$ cat config.mk
export PLATFORM = sky130hd
export DESIGN_NAME = pc_sequenciador
export DESIGN_NICKNAME = d
export VERILOG_FILES = /design/src/rtl/pc_sequenciador_pkg.sv /design/src/rtl/pc_sequenciador_prioridade_restart.sv /design/src/rtl/pc_sequenciador.sv
export SDC_FILE = /design/constraint.sdc
export NUM_CORES = 1
export LEC_CHECK = 0
export BUFFER_PORTS_ARGS = -buffer_cell sky130_fd_sc_hd__buf_2
export CAP_MARGIN = 15
export CORE_MARGIN = 5
export CORE_UTILIZATION = 40
export CTS_CLUSTER_DIAMETER = 100
export DETAILED_ROUTE_END_ITERATION = 8
export GPL_TIMING_DRIVEN = 0
export PLACE_DENSITY = 0.68
export SYNTH_ARGS = -nofsm -noshare
export SYNTH_HDL_FRONTEND = slang
export SYNTH_SLANG_ARGS = --single-unit
$ cat constraint.sdc
create_clock -name clock -period 1.8 [get_ports clock]
set_input_delay 0.27 -clock clock [delete_from_list [all_inputs] [get_ports clock]]
set_output_delay 0.27 -clock clock [all_outputs]
set_load 0.02 [all_outputs]
$ cat src/rtl/pc_sequenciador_pkg.sv
// -----------------------------------------------------------------------------
// pc_sequenciador_pkg
// Shared CPU definitions used by the program counter sequencer: the FSM state
// encoding, the default PC width, and the default interrupt entry address.
// No ports; import with "import pc_sequenciador_pkg::*;".
// -----------------------------------------------------------------------------
package pc_sequenciador_pkg;

  localparam int DEFAULT_ADDR_WIDTH = 26;

  localparam logic [25:0] DEFAULT_INT_VEC = 26'h0000100;

  // BOOT: PC parked after reset/restart; RUN: normal fetch; HALTED: frozen
  // until resume; ISR: like RUN but with interrupts masked.
  typedef enum logic [1:0] {
    BOOT   = 2'd0,
    RUN    = 2'd1,
    HALTED = 2'd2,
    ISR    = 2'd3
  } pcState_t;

  // The fetch stage may only use pcAtual in the two "executing" states.
  function automatic logic isFetchState(input pcState_t s);
    return (s == RUN) || (s == ISR);
  endfunction

endpackage

$ cat src/rtl/pc_sequenciador_prioridade_restart.sv
// -----------------------------------------------------------------------------
// pc_prioridade_restart
// Lowest-index priority encoder over the restart request vector.
// Ports:
//   req_i  [N-1:0]  restart request bits
//   any_o           at least one request bit set
//   idx_o  [IW-1:0] index of the lowest set bit (0 when none set)
// -----------------------------------------------------------------------------
module pc_prioridade_restart #(
  parameter int N  = 3,
  parameter int IW = (N > 1) ? $clog2(N) : 1
) (
  input  logic [N-1:0]  req_i,
  output logic          any_o,
  output logic [IW-1:0] idx_o
);

  // Scan from the highest index down so the last hit written is the lowest
  // set index, which is the source that wins when several restart together.
  always_comb begin
    any_o = |req_i;
    idx_o = '0;
    for (int i = N - 1; i >= 0; i--) begin
      if (req_i[i]) begin
        idx_o = IW'(i);
      end
    end
  end

endmodule

$ cat src/rtl/pc_sequenciador.sv
// -----------------------------------------------------------------------------
// pc_sequenciador
// Program counter sequencer with restart sources, one interrupt level, halt
// and resume, stall, jump and sequential increment. Every output is a flop.
// Ports:
//   clock        rising-edge clock
//   pc_reset     asynchronous active-high reset
//   restart_req  [N_SRC] synchronous restart requests (lowest index wins)
//   irq          level interrupt request (taken only in RUN)
//   eret         return from interrupt (only meaningful in ISR)
//   halt/resume  enter / leave the HALTED state
//   stall        hold the PC
//   jump         load endereco
//   endereco     jump/branch target
//   pcAtual      current PC
//   pc_valid     pcAtual may be fetched
//   epc          saved return address
//   in_isr       interrupt is being serviced
//   restart_src  index of the last restart source taken
// -----------------------------------------------------------------------------
module pc_sequenciador
  import pc_sequenciador_pkg::*;
#(
  parameter int                              ADDR_WIDTH   = DEFAULT_ADDR_WIDTH,
  parameter int                              N_SRC        = 3,
  parameter logic [N_SRC*ADDR_WIDTH-1:0]     RESTART_VECS = '0,
  parameter logic [ADDR_WIDTH-1:0]           INT_VEC      = ADDR_WIDTH'(DEFAULT_INT_VEC),
  parameter int unsigned                     INC          = 1
) (
  input  logic                                        clock,
  input  logic                                        pc_reset,
  input  logic [N_SRC-1:0]                            restart_req,
  input  logic                                        irq,
  input  logic                                        eret,
  input  logic                                        halt,
  input  logic                                        resume,
  input  logic                                        stall,
  input  logic                                        jump,
  input  logic [ADDR_WIDTH-1:0]                       endereco,
  output logic [ADDR_WIDTH-1:0]                       pcAtual,
  output logic                                        pc_valid,
  output logic [ADDR_WIDTH-1:0]                       epc,
  output logic                                        in_isr,
  output logic [((N_SRC > 1) ? $clog2(N_SRC) : 1)-1:0] restart_src
);

  localparam int SRC_W = (N_SRC > 1) ? $clog2(N_SRC) : 1;

  pcState_t              state_q, state_d;
  pcState_t              haltRet_q, haltRet_d;
  logic [ADDR_WIDTH-1:0] pc_q, pc_d;
  logic [ADDR_WIDTH-1:0] epc_q, epc_d;
  logic [SRC_W-1:0]      src_q, src_d;
  logic                  pcValid_q;
  logic                  inIsr_q;

  logic                  restartAny;
  logic [SRC_W-1:0]      restartIdx;
  logic [ADDR_WIDTH-1:0] seqNext;
  logic [ADDR_WIDTH-1:0] restartVec [N_SRC];

  pc_prioridade_restart #(
    .N  (N_SRC),
    .IW (SRC_W)
  ) uPrioridade (
    .req_i (restart_req),
    .any_o (restartAny),
    .idx_o (restartIdx)
  );

  // Unpack the flat restart vector parameter so each source's address can be
  // picked with a plain array index.
  for (genvar g = 0; g < N_SRC; g++) begin : gVec
    assign restartVec[g] = RESTART_VECS[g*ADDR_WIDTH +: ADDR_WIDTH];
  end

  // Next-state decision. seqNext is the address a normal executing cycle would
  // load (stall beats jump beats increment); it is also what an interrupt
  // saves into epc, so returning resumes exactly where execution would have
  // gone. A restart overrides everything in every state. In RUN an interrupt
  // outranks halt; eret is only honoured in ISR and otherwise falls through
  // to the lower-priority actions. HALTED ignores everything but resume.
  always_comb begin
    seqNext   = stall ? pc_q : (jump ? endereco : pc_q + ADDR_WIDTH'(INC));
    state_d   = state_q;
    haltRet_d = haltRet_q;
    pc_d      = pc_q;
    epc_d     = epc_q;
    src_d     = src_q;
    if (restartAny) begin
      pc_d    = restartVec[restartIdx];
      src_d   = restartIdx;
      epc_d   = '0;
      state_d = BOOT;
    end else begin
      case (state_q)
        BOOT: begin
          state_d = RUN;
        end
        HALTED: begin
          if (resume) begin
            state_d = haltRet_q;
          end
        end
        RUN: begin
          if (irq) begin
            epc_d   = seqNext;
            pc_d    = INT_VEC;
            state_d = ISR;
          end else if (halt) begin
            haltRet_d = RUN;
            state_d   = HALTED;
          end else begin
            pc_d = seqNext;
          end
        end
        ISR: begin
          if (eret) begin
            pc_d    = epc_q;
            state_d = RUN;
          end else if (halt) begin
            haltRet_d = ISR;
            state_d   = HALTED;
          end else begin
            pc_d = seqNext;
          end
        end
        default: begin
          state_d = BOOT;
        end
      endcase
    end
  end

  // State and output registers. pc_valid and in_isr are computed from the
  // next state so they line up with the PC they describe, while still being
  // driven straight from flops. Reset throws away any ISR/HALTED context.
  always_ff @(posedge clock or posedge pc_reset) begin
    if (pc_reset) begin
      state_q   <= BOOT;
      haltRet_q <= RUN;
      pc_q      <= '0;
      epc_q     <= '0;
      src_q     <= '0;
      pcValid_q <= 1'b0;
      inIsr_q   <= 1'b0;
    end else begin
      state_q   <= state_d;
      haltRet_q <= haltRet_d;
      pc_q      <= pc_d;
      epc_q     <= epc_d;
      src_q     <= src_d;
      pcValid_q <= isFetchState(state_d);
      inIsr_q   <= (state_d == ISR);
    end
  end

  assign pcAtual     = pc_q;
  assign pc_valid    = pcValid_q;
  assign epc         = epc_q;
  assign in_isr      = inIsr_q;
  assign restart_src = src_q;

endmodule

# After elaboration in Yosys (flattened, before gate mapping)
# Index checks and enable logic that the tools add are counted.
# op_classes
n_bitwise	2
n_lt_le_gt_ge	1
mux	27
add_sub_neg	1
n_reduce_logical	9
eq_ne	9
# op_table
cell	count
$mux 26	11
$bmux 26 s2	1
$pmux 26 s2	1
$add 26x1->26 const B	1
$mux 2	12
$ne 2x2->1 const B	4
$pmux 2 s4	1
$eq 2x2->1 const B	3
$reduce_and 6->1	1
$reduce_bool 2->1	3
$eq 2x1->1 const B	2
$pmux 2 s2	1
$ge 3x3->1 const B	1
$not 2->3	1
$reduce_bool 3->1	1
$reduce_or 3->1	1
$logic_not 2->1	1
$reduce_and 2->1	1
$logic_or 1x1->1	1
$not 1->1	1
# word_totals
reg_bits	60
out_inout_bits	56
inputBits	37
wordCells	56

# Logic depth before layout (Yosys ltp)
# Gate-level depths: netlist of run 1.
# logic_depth
depth_word	8
depth_mapped	8
ltp_nobuf	6

# Cells and area by module
# A second synthesis of run 1 with hierarchy kept.
# unflattened
cells_unflattened	451
hier_area_um2	3832.4
# by_module_without_submodules
mod	cells_per_inst	seq_area_each_um2	area_per_inst_um2	n_inst
pc_sequenciador	448	1451.4	3812.4	1
pc_prioridade_restart	3	0.0	20.0	1

# Least setup slack after synthesis of run 1
# Ideal clock, no wire load.
# synth_path
path_type	register to register
from	register pc_q[7] (netlist: pcAtual[7])
to	register epc_q[23] (netlist: epc[23])
period_less_slack_ns	2.082
t_required_ns	1.714
t_arrival_ns	1.996
n_path_buf	1
path_slack_ns	-0.282
setup_ns	0.086
path_stages_with_launch	7
cell_sequence	dfrtp_1 -> buf_2 -> nand4_4 -> or4_4 -> nor3_2 -> mux2_2 -> nor3_1
# synth_via
elab_chain_cells	6
# synth_lines
item	line_no	rtl
start: declaration	pc_sequenciador.sv:51	logic [ADDR_WIDTH-1:0] pc_q, pc_d;
start signal: assignment	pc_sequenciador.sv:150	pc_q <= pc_d;
$add 26x1->26	pc_sequenciador.sv:84	seqNext = stall ? pc_q : (jump ? endereco : pc_q + ADDR_WIDTH'(INC));
$mux 26 (2 in series)	pc_sequenciador.sv:84	
$mux 26	pc_sequenciador.sv:106	if (irq) begin
$mux 26	pc_sequenciador.sv:96	case (state_q)
$mux 26	pc_sequenciador.sv:90	if (restartAny) begin
end signal: assignment	pc_sequenciador.sv:151	epc_q <= epc_d;
end: declaration	pc_sequenciador.sv:52	logic [ADDR_WIDTH-1:0] epc_q, epc_d;
# No other way between the ends. The select of a mux whose other input is x is not followed.
# A chain may end at the register's enable or synchronous reset.

# Worst setup path after layout of run 1
# layout_path
from	register pc_q[7] (netlist: pcAtual[7])
to	register epc_q[19] (netlist: epc[19])
# The elaborated chain is that of the path after synthesis.

==> out/summary.json, run 1 <==
{
  "vias_in_the_first_global_route": 4057,
  "max_slew_violation_count": 0,
  "drive_gt1_share_pct": 39.4,
  "placement.setup.worst_slack_ps": -658,
  "fp.dieArea_um2": 11100,
  "cp.buffers_inverters": 2,
  "drt_pre_antenna_iters": 5,
  "detailed_place.area_um2": 4360,
  "synthesized_area_per_cell_um2": 8.44,
  "cp_data_required_time_ps": 2030,
  "fin_worst_skew_ps": 12.4,
  "clock_insertion_delay_worst_skew_ps": 350,
  "grt_usage_pct": 24.1,
  "maxClockFrequency_mhz": 529,
  "primary_flip_flop_cell_chosen_by_synthesis_mapping": "dfrtp_1",
  "cts_max_path_buffers": 2,
  "final-setup-viol-count": 14,
  "finalHoldViolCount": 0,
  "syn-num-nets": 468,
  "vias": 4253,
  "setup-tns-final_ps": -593,
  "numCtsBuffers": 9,
  "design_area_final_um2": 4920,
  "failing_checks": "setup timing",
  "dp.cells": 630,
  "cts_tree": "done",
  "regToRegStartpoint": "pcAtual[7]",
  "final.period_utilization_pct": 105,
  "worst_r2r_endpoint": "epc[19]",
  "cts-htree-levels": 3,
  "cp_data_arrival_time_ps": 2120,
  "most_common_library_cell_in_the_layout_ignoring_fill_and_taps": "buf_2",
  "crit_path_max_incr_delay_ps": 460,
  "share_of_synthesized_area_occupied_by_flip_flops_and_latches_pct": 40.0,
  "timing.max_cap.violations": 0,
  "critical_path.top_delay_family": "simple AND/OR/NAND/NOR gates",
  "clk_sinks": 58,
  "routabilityCongestion": 0.895,
  "synth.distinct_cells": 64,
  "total_grt_overflow": 0,
  "vias_per_cell": 6.41,
  "most-common-layout-cells": "buf_2, dfrtp_1, nor2_1",
  "cts.reportedPaths.clkPinSlew_ps": 70,
  "final.hold.worst_slack_ps": 5.23,
  "power.ir.vdd_worst_v": 0.000342,
  "setup_repair_after_global_routing_missed_its_margin": "true",
  "cts_root_buf": "clkbuf_8",
  "hpwlAfterDp_um": 9800,
  "worst_slew_margin_rel_pct": 55.1,
  "leakagePower_nw": 2.25,
  "power_density_normalized_to_cell_area_nw_per_um2": 562,
  "nNetsFinal": 589,
  "async_flop_share_pct": 100,
  "drt_wl_total_um": 13900,
  "die_width_um": 105,
  "initial_antenna_violation_count": 0,
  "result_of_the_run": "finished, violations left",
  "first_pass_grt_wire_length_um": 21400,
  "rr_worst_depth": 7,
  "hold_crit_path_type": "in -> async",
  "synth_enable_flop_cells": 0,
  "wl_per_cell_um": 21.0,
  "cp_slowest_cell": "nor4_1",
  "initialDrtViolationCount": 487,
  "worstPathCellList": "buf_6 -> nand4_4 -> buf_4 -> nor4_1 -> nand4_1 -> a31oi_1 -> a21oi_1",
  "initial_utilization_pct": 41.4,
  "r2r_slack_ps": -90,
  "tightest_slew_ps": 672,
  "synth-seq-cells": 58,
  "drc_errors": 0,
  "io_buffers": 91,
  "diodes": 0,
  "stdcell_count": 664,
  "hold_buf_cts": 0,
  "syn_area_um2": 3630,
  "timing.setup.critical_path_class": "reg -> reg",
  "area_delta_synth_final_pct": 35.7,
  "worst_path_fanout_max": 7,
  "final_critical_path_setup_slack_ps": -91.4,
  "ys.warnings.count": 0,
  "die_y_um": 105,
  "floorplan.rows": 34,
  "drtAntennaViolNets": 0,
  "timing.critical_path.from_type": "flip-flop",
  "finish.utilization_pct": 56.2,
  "critical_path.endpoint_type": "flip-flop",
  "synth_cells": 430,
  "grt_start_max_net_pins": 31,
  "io-pin-count": 93,
  "report.power.total_mw": 2.77,
  "finalWorstPathRequiredPeriod_ps": 1890,
  "floorplan.core_area_um2": 8760
}
[worst max path at each step]
stage | from | end | slack (ps) | depth (start not counted)
2_1_floorplan | pcAtual[9] | epc[23] | -120 | 6
3_3_place_gp | pc_reset | pcAtual[6] | -850 | 2
3_5_place_dp | restart_req[2] | pcAtual[22] | -660 | 7
4_1_cts | pcAtual[7] | epc[23] | -110 | 6
5_1_grt | pcAtual[7] | pcAtual[19] | -150 | 7
6_report | pcAtual[7] | epc[19] | -90 | 7
[power breakdown]
group          switching (mW)  total, mW  internal (mW)
Clock                   0.544       1.11          0.569
Sequential            0.00792       1.32           1.31
Combinational           0.219      0.335          0.116
[cell type report]
type / instances / area [um2]
tap: 108 / 135
multi-input combinational: 325 / 2230
clock buffer: 13 / 159
inverter: 9 / 35.0
sequential: 58 / 1470
clock inverter: 3 / 15.0
buffer: 32 / 194
timing repair buffer: 116 / 677
fill: 842 / 3840
[state kept, by name, summed over array words and instances (netlist names)]
signal       cells
epc             26
haltRet_q        1
in_isr           1
pcAtual         26
pc_valid         1
restart_src      2
state_q          1
[cells by family after synthesis]
kind of cell | count (synthesis) | share of synthesized area, %
adder cells (fa/ha/maj) | 1 | 0.345
multiplexers | 8 | 2.31
AND/OR/NAND/NOR | 155 | 22.6
XOR/XNOR | 2 | 0.483
flip-flops | 58 | 40.0
buffers and inverters | 47 | 5.17
AO/OA/AOI/OAI | 159 | 29.0
[synth_stat cells, drive strengths merged (3+ instances only)]
cell type,count,area [um2]
mux2,3,33.8
nor2,43,161
a211oi,4,30.0
nor2b,4,25.0
a22oi,22,165
nand2,34,128
buf,11,52.6
o31ai,10,75.1
nand4,14,103
or4,4,37.5
a31oi,5,31.3
a31o,3,26.3
inv,8,30.0
a311oi,4,35.0
a22o,4,35.0
and4,5,45.0
nor4,7,50.1
clkbuf,27,101
nand3,11,55.1
mux2i,5,50.1
o22ai,10,62.6
o22a,3,26.3
and3,7,43.8
or3,3,18.8
nor3,11,65.1
a32o,4,40.0
o21ai,41,205
nand2b,4,25.0
dfrtp,58,1450
a21oi,29,145
[what timing repair did]
item | 4_1_cts | 5_1_grt
endpoints found under the setup margin | 48 | 44
pin swaps | 13 | 11
gates resized for setup | 36 | 42
setup buffers | 19 | 5
[layer usage]
metal	vias up	share of wire, %	wire length, um	GRT usage (%)
met4	0	3.7	515	10.1
li1	1895	-	-	-
met5	-	0	0	0
met1	2052	41	5700	31.6
met2	253	47	6520	38.7
met3	53	8.7	1210	4.58
Note: power is estimated with default switching activity, not from simulation.
==> run 2: changes to the inputs <==
--- a/config.mk
+++ b/config.mk
@@ -7,12 +7,14 @@
 export LEC_CHECK = 0
 export BUFFER_PORTS_ARGS = -buffer_cell sky130_fd_sc_hd__buf_2
 export CAP_MARGIN = 15
+export CELL_PAD_IN_SITES_DETAIL_PLACEMENT = 0
+export CELL_PAD_IN_SITES_GLOBAL_PLACEMENT = 2
 export CORE_MARGIN = 5
-export CORE_UTILIZATION = 40
+export CORE_UTILIZATION = 28
 export CTS_CLUSTER_DIAMETER = 100
 export DETAILED_ROUTE_END_ITERATION = 8
 export GPL_TIMING_DRIVEN = 0
-export PLACE_DENSITY = 0.68
+export PLACE_DENSITY = 0.8
 export SYNTH_ARGS = -nofsm -noshare
 export SYNTH_HDL_FRONTEND = slang
 export SYNTH_SLANG_ARGS = --single-unit
==> run 2 against run 1 <==
The flow still finishes with violations (setup timing); sequential power is essentially flat; register-to-register slack lost 120 ps; flip-flop and latch count is the same; wire length grew 9.4%; critical endpoint is now epc[23]; via count shrank 4.4%; critical path depth shrank 1; non-clock buffer count shrank 4; clock skew shrank 4.1 ps.
==> out/summary.json, run 2 (synthesis gave the netlist of run 1 again) <==
{
  "result_of_the_run": "finished, violations left",
  "failing_checks": "setup timing",
  "routabilityCongestion": {"value": 0.877, "change": "-2.0%"},
  "final.period_utilization": {"value": 112, "unit": "%", "change": "+6.9 points"},
  "nNetsFinal": {"value": 585, "change": "-0.68%"},
  "footprint_of_the_flip_flops_and_latches": {"value": 1470, "unit": "um2", "change": "unchanged"},
  "most_common_library_cell_in_the_layout_ignoring_fill_and_taps": "buf_2",
  "critical_path.endpoint_type": "flip-flop",
  "drive_gt1_share": {"value": 40.6, "unit": "%", "change": "+1.2 points"},
  "rr_worst_depth": {"value": 6, "change": "-1"},
  "cts_tree": "done",
  "cp_slowest_cell": "or4_4",
  "leakagePower": {"value": 2.31, "unit": "nW", "change": "+2.5%"},
  "finalHoldViolCount": {"value": 0, "change": "unchanged"},
  "initial_antenna_violation_count": {"value": 0, "change": "unchanged"},
  "io-pin-count": {"value": 93, "change": "unchanged"},
  "fp.dieArea": {"value": 15300, "unit": "um2", "change": "+38%"},
  "drt_wl_total": {"value": 15300, "unit": "um", "change": "+9.4%"},
  "drt_pre_antenna_iters": {"value": 5, "change": "unchanged"},
  "io_buffers": {"value": 91, "change": "unchanged"},
  "design_area_final": {"value": 5140, "unit": "um2", "change": "+4.4%"},
  "floorplan.rows": {"value": 41, "change": "+21%"},
  "cp_data_required_time": {"value": 2060, "unit": "ps", "change": "+30 ps"},
  "report.power.total": {"value": 3.39, "unit": "mW", "change": "+22%"},
  "finalWorstPathRequiredPeriod": {"value": 2020, "unit": "ps", "change": "+124 ps"},
  "initialDrtViolationCount": {"value": 318, "change": "-35%"},
  "grt_start_max_net_pins": {"value": 33, "change": "+6.5%"},
  "drtAntennaViolNets": {"value": 0, "change": "unchanged"},
  "drc_errors": {"value": 0, "change": "unchanged"},
  "hold_buf_cts": {"value": 0, "change": "unchanged"},
  "finish.utilization": {"value": 40.5, "unit": "%", "change": "-16 points"},
  "setup_repair_after_global_routing_missed_its_margin": "true",
  "total_grt_overflow": {"value": 0, "change": "unchanged"},
  "power.ir.vdd_worst": {"value": 0.000402, "unit": "V", "change": "+18%"},
  "cts_max_path_buffers": {"value": 2, "change": "unchanged"},
  "final_critical_path_setup_slack": {"value": -215, "unit": "ps", "change": "-124 ps"},
  "fillerInstances": {"value": 1306, "change": "+55%"},
  "final-setup-viol-count": {"value": 23, "change": "+9"},
  "numCtsBuffers": {"value": 9, "change": "unchanged"},
  "cp_depth": {"value": 6, "change": "-1"},
  "floorplan.core_area": {"value": 12700, "unit": "um2", "change": "+45%"},
  "vias_per_cell": {"value": 5.62, "change": "-12%"},
  "detailed_place.area": {"value": 4440, "unit": "um2", "change": "+1.8%"},
  "tightest_slew": {"value": 628, "unit": "ps", "change": "-43.8 ps"},
  "crit_path_max_incr_delay": {"value": 550, "unit": "ps", "change": "+90 ps"},
  "hold_crit_path_type": "in -> async",
  "area_of_the_multi_input_gates": {"value": 2270, "unit": "um2", "change": "+1.5%"},
  "first_pass_grt_wire_length": {"value": 23400, "unit": "um", "change": "+9.3%"},
  "worstPathCellList": "nand4_1 -> or4_4 -> buf_4 -> nor3_4 -> mux2_4 -> nor3_4",
  "vias_in_the_first_global_route": {"value": 4005, "change": "-1.3%"},
  "worst_path_fanout_max": {"value": 10, "change": "+3"},
  "placement.setup.worst_slack": {"value": -791, "unit": "ps", "change": "-133 ps"},
  "power_density_normalized_to_cell_area": {"value": 660, "unit": "nW/um2", "change": "+17%"},
  "cp_common_cell": "nor3_4",
  "die_width": {"value": 124, "unit": "um", "change": "+18%"},
  "wl_per_cell": {"value": 21.1, "unit": "um", "change": "+0.35%"},
  "timing.max_cap.violations": {"value": 0, "change": "unchanged"},
  "cts-htree-levels": {"value": 3, "change": "unchanged"},
  "die_y": {"value": 124, "unit": "um", "change": "+18%"},
  "cts_root_buf": "clkbuf_16",
  "maxClockFrequency": {"value": 496, "unit": "MHz", "change": "-6.1%"},
  "max_slew_violation_count": {"value": 0, "change": "unchanged"},
  "cp.buffers_inverters": {"value": 1, "change": "-1"},
  "diodes": {"value": 0, "change": "unchanged"},
  "clock_insertion_delay_worst_skew": {"value": 340, "unit": "ps", "change": "about the same"},
  "hpwlAfterDp": {"value": 11000, "unit": "um", "change": "+13%"},
  "grt_usage": {"value": 20.4, "unit": "%", "change": "-3.6 points"},
  "timing.critical_path.from_type": "flip-flop",
  "timing.setup.critical_path_class": "reg -> reg",
  "cts.reportedPaths.clkPinSlew": {"value": 50, "unit": "ps", "change": "-20 ps"},
  "worst_slew_margin_rel": {"value": 58.1, "unit": "%", "change": "+3.0 points"},
  "fin_worst_skew": {"value": 8.31, "unit": "ps", "change": "-4.09 ps"},
  "area_delta_synth_final_pct": 41.6,
  "most-common-layout-cells": "buf_2, dfrtp_1, nor2_1",
  "cp_data_arrival_time": {"value": 2280, "unit": "ps", "change": "+160 ps"},
  "clk_sinks": {"value": 58, "change": "unchanged"},
  "initial_utilization": {"value": 28.6, "unit": "%", "change": "-13 points"},
  "vias": {"value": 4066, "change": "-4.4%"},
  "critical_path.top_delay_family": "simple AND/OR/NAND/NOR gates"
}
[run 2: changes by cell type in the layout (fill, tap and decap cells not counted), moves of 2 or more]
cell / change
clkbuf_8: -6
buf_4: -4
clkinv_2: -2
clkbuf_2: -2
o21ai_0: -2
o21ai_2: +2
clkbuf_16: +9
nand3_1: +2
buf_2: +5
clkbuf_4: -2
a311oi_2: +2
a311oi_1: -2
clkbuf_1: -2
[run 2: metal layers]
layer	vias up	track usage [%]	wire length (um)
met3	22	4.09	911
met2	145	31.6	6950
met5	-	0	0
met4	0	7.89	385
met1	2021	28.1	7010
li1	1878	-	-
[run 2: final cells by class]
| cell class | count | area share (%) |
|---|---|---|
| Inverter | 9 | 0.682 |
| Clock buffer | 15 | 5.80 |
| Sequential cell | 58 | 28.7 |
| Clock inverter | 1 | 0.0974 |
| Multi-Input combinational cell | 325 | 44.1 |
| Tap cell | 172 | 4.19 |
| Timing Repair Buffer | 112 | 12.7 |
| Buffer | 32 | 3.73 |
[run 2: report_power, final]
group          total, mW  switching, mW  internal, mW
clock network       1.72          0.603          1.12
logic              0.347          0.229         0.118
registers           1.32        0.00791          1.31
[run 2: path summary, 6_finish.rpt]
path / from / end / slack [ps]
max reg2reg: pcAtual[16] / epc[23] / -220
min reg2reg: haltRet_q[1] / haltRet_q[1] / 480
min: pc_reset / epc[4] / 3
max in group asynchronous: pc_reset / pcAtual[16] / 1190
max: pcAtual[16] / epc[23] / -220
min in group clock: restart_req[0] / restart_src[0] / 150
[run 2: worst register-to-register path, delay by kind of cell (launching register included)]
family | cells | cell delay, ps
muxes | 1 | 340
DFF | 1 | 480
buffers and inverters | 1 | 170
and+or+nand+nor | 4 | 940
[run 2: what timing repair did]
item	in CTS	in global routing
pin swaps	20	5
buffers inserted	13	7
setup endpoints to repair	49	49
hold endpoints to repair	0	0
resized for setup	43	43
[run 2: stage by stage]
| step | hold WS, ps | std cells | setup TNS [ps] |
|---|---|---|---|
| 5_1_grt | 55.6 | 724 | -3920 |
| 4_1_cts | 26.4 | 719 | -1510 |
| 6_report | 3.48 | 724 | -1820 |
| 3_5_place_dp | 382 | 694 | -26420 |
| 2_1_floorplan | 336 | 430 | -716 |
| 3_3_place_gp | 468 | 693 | -72430 |
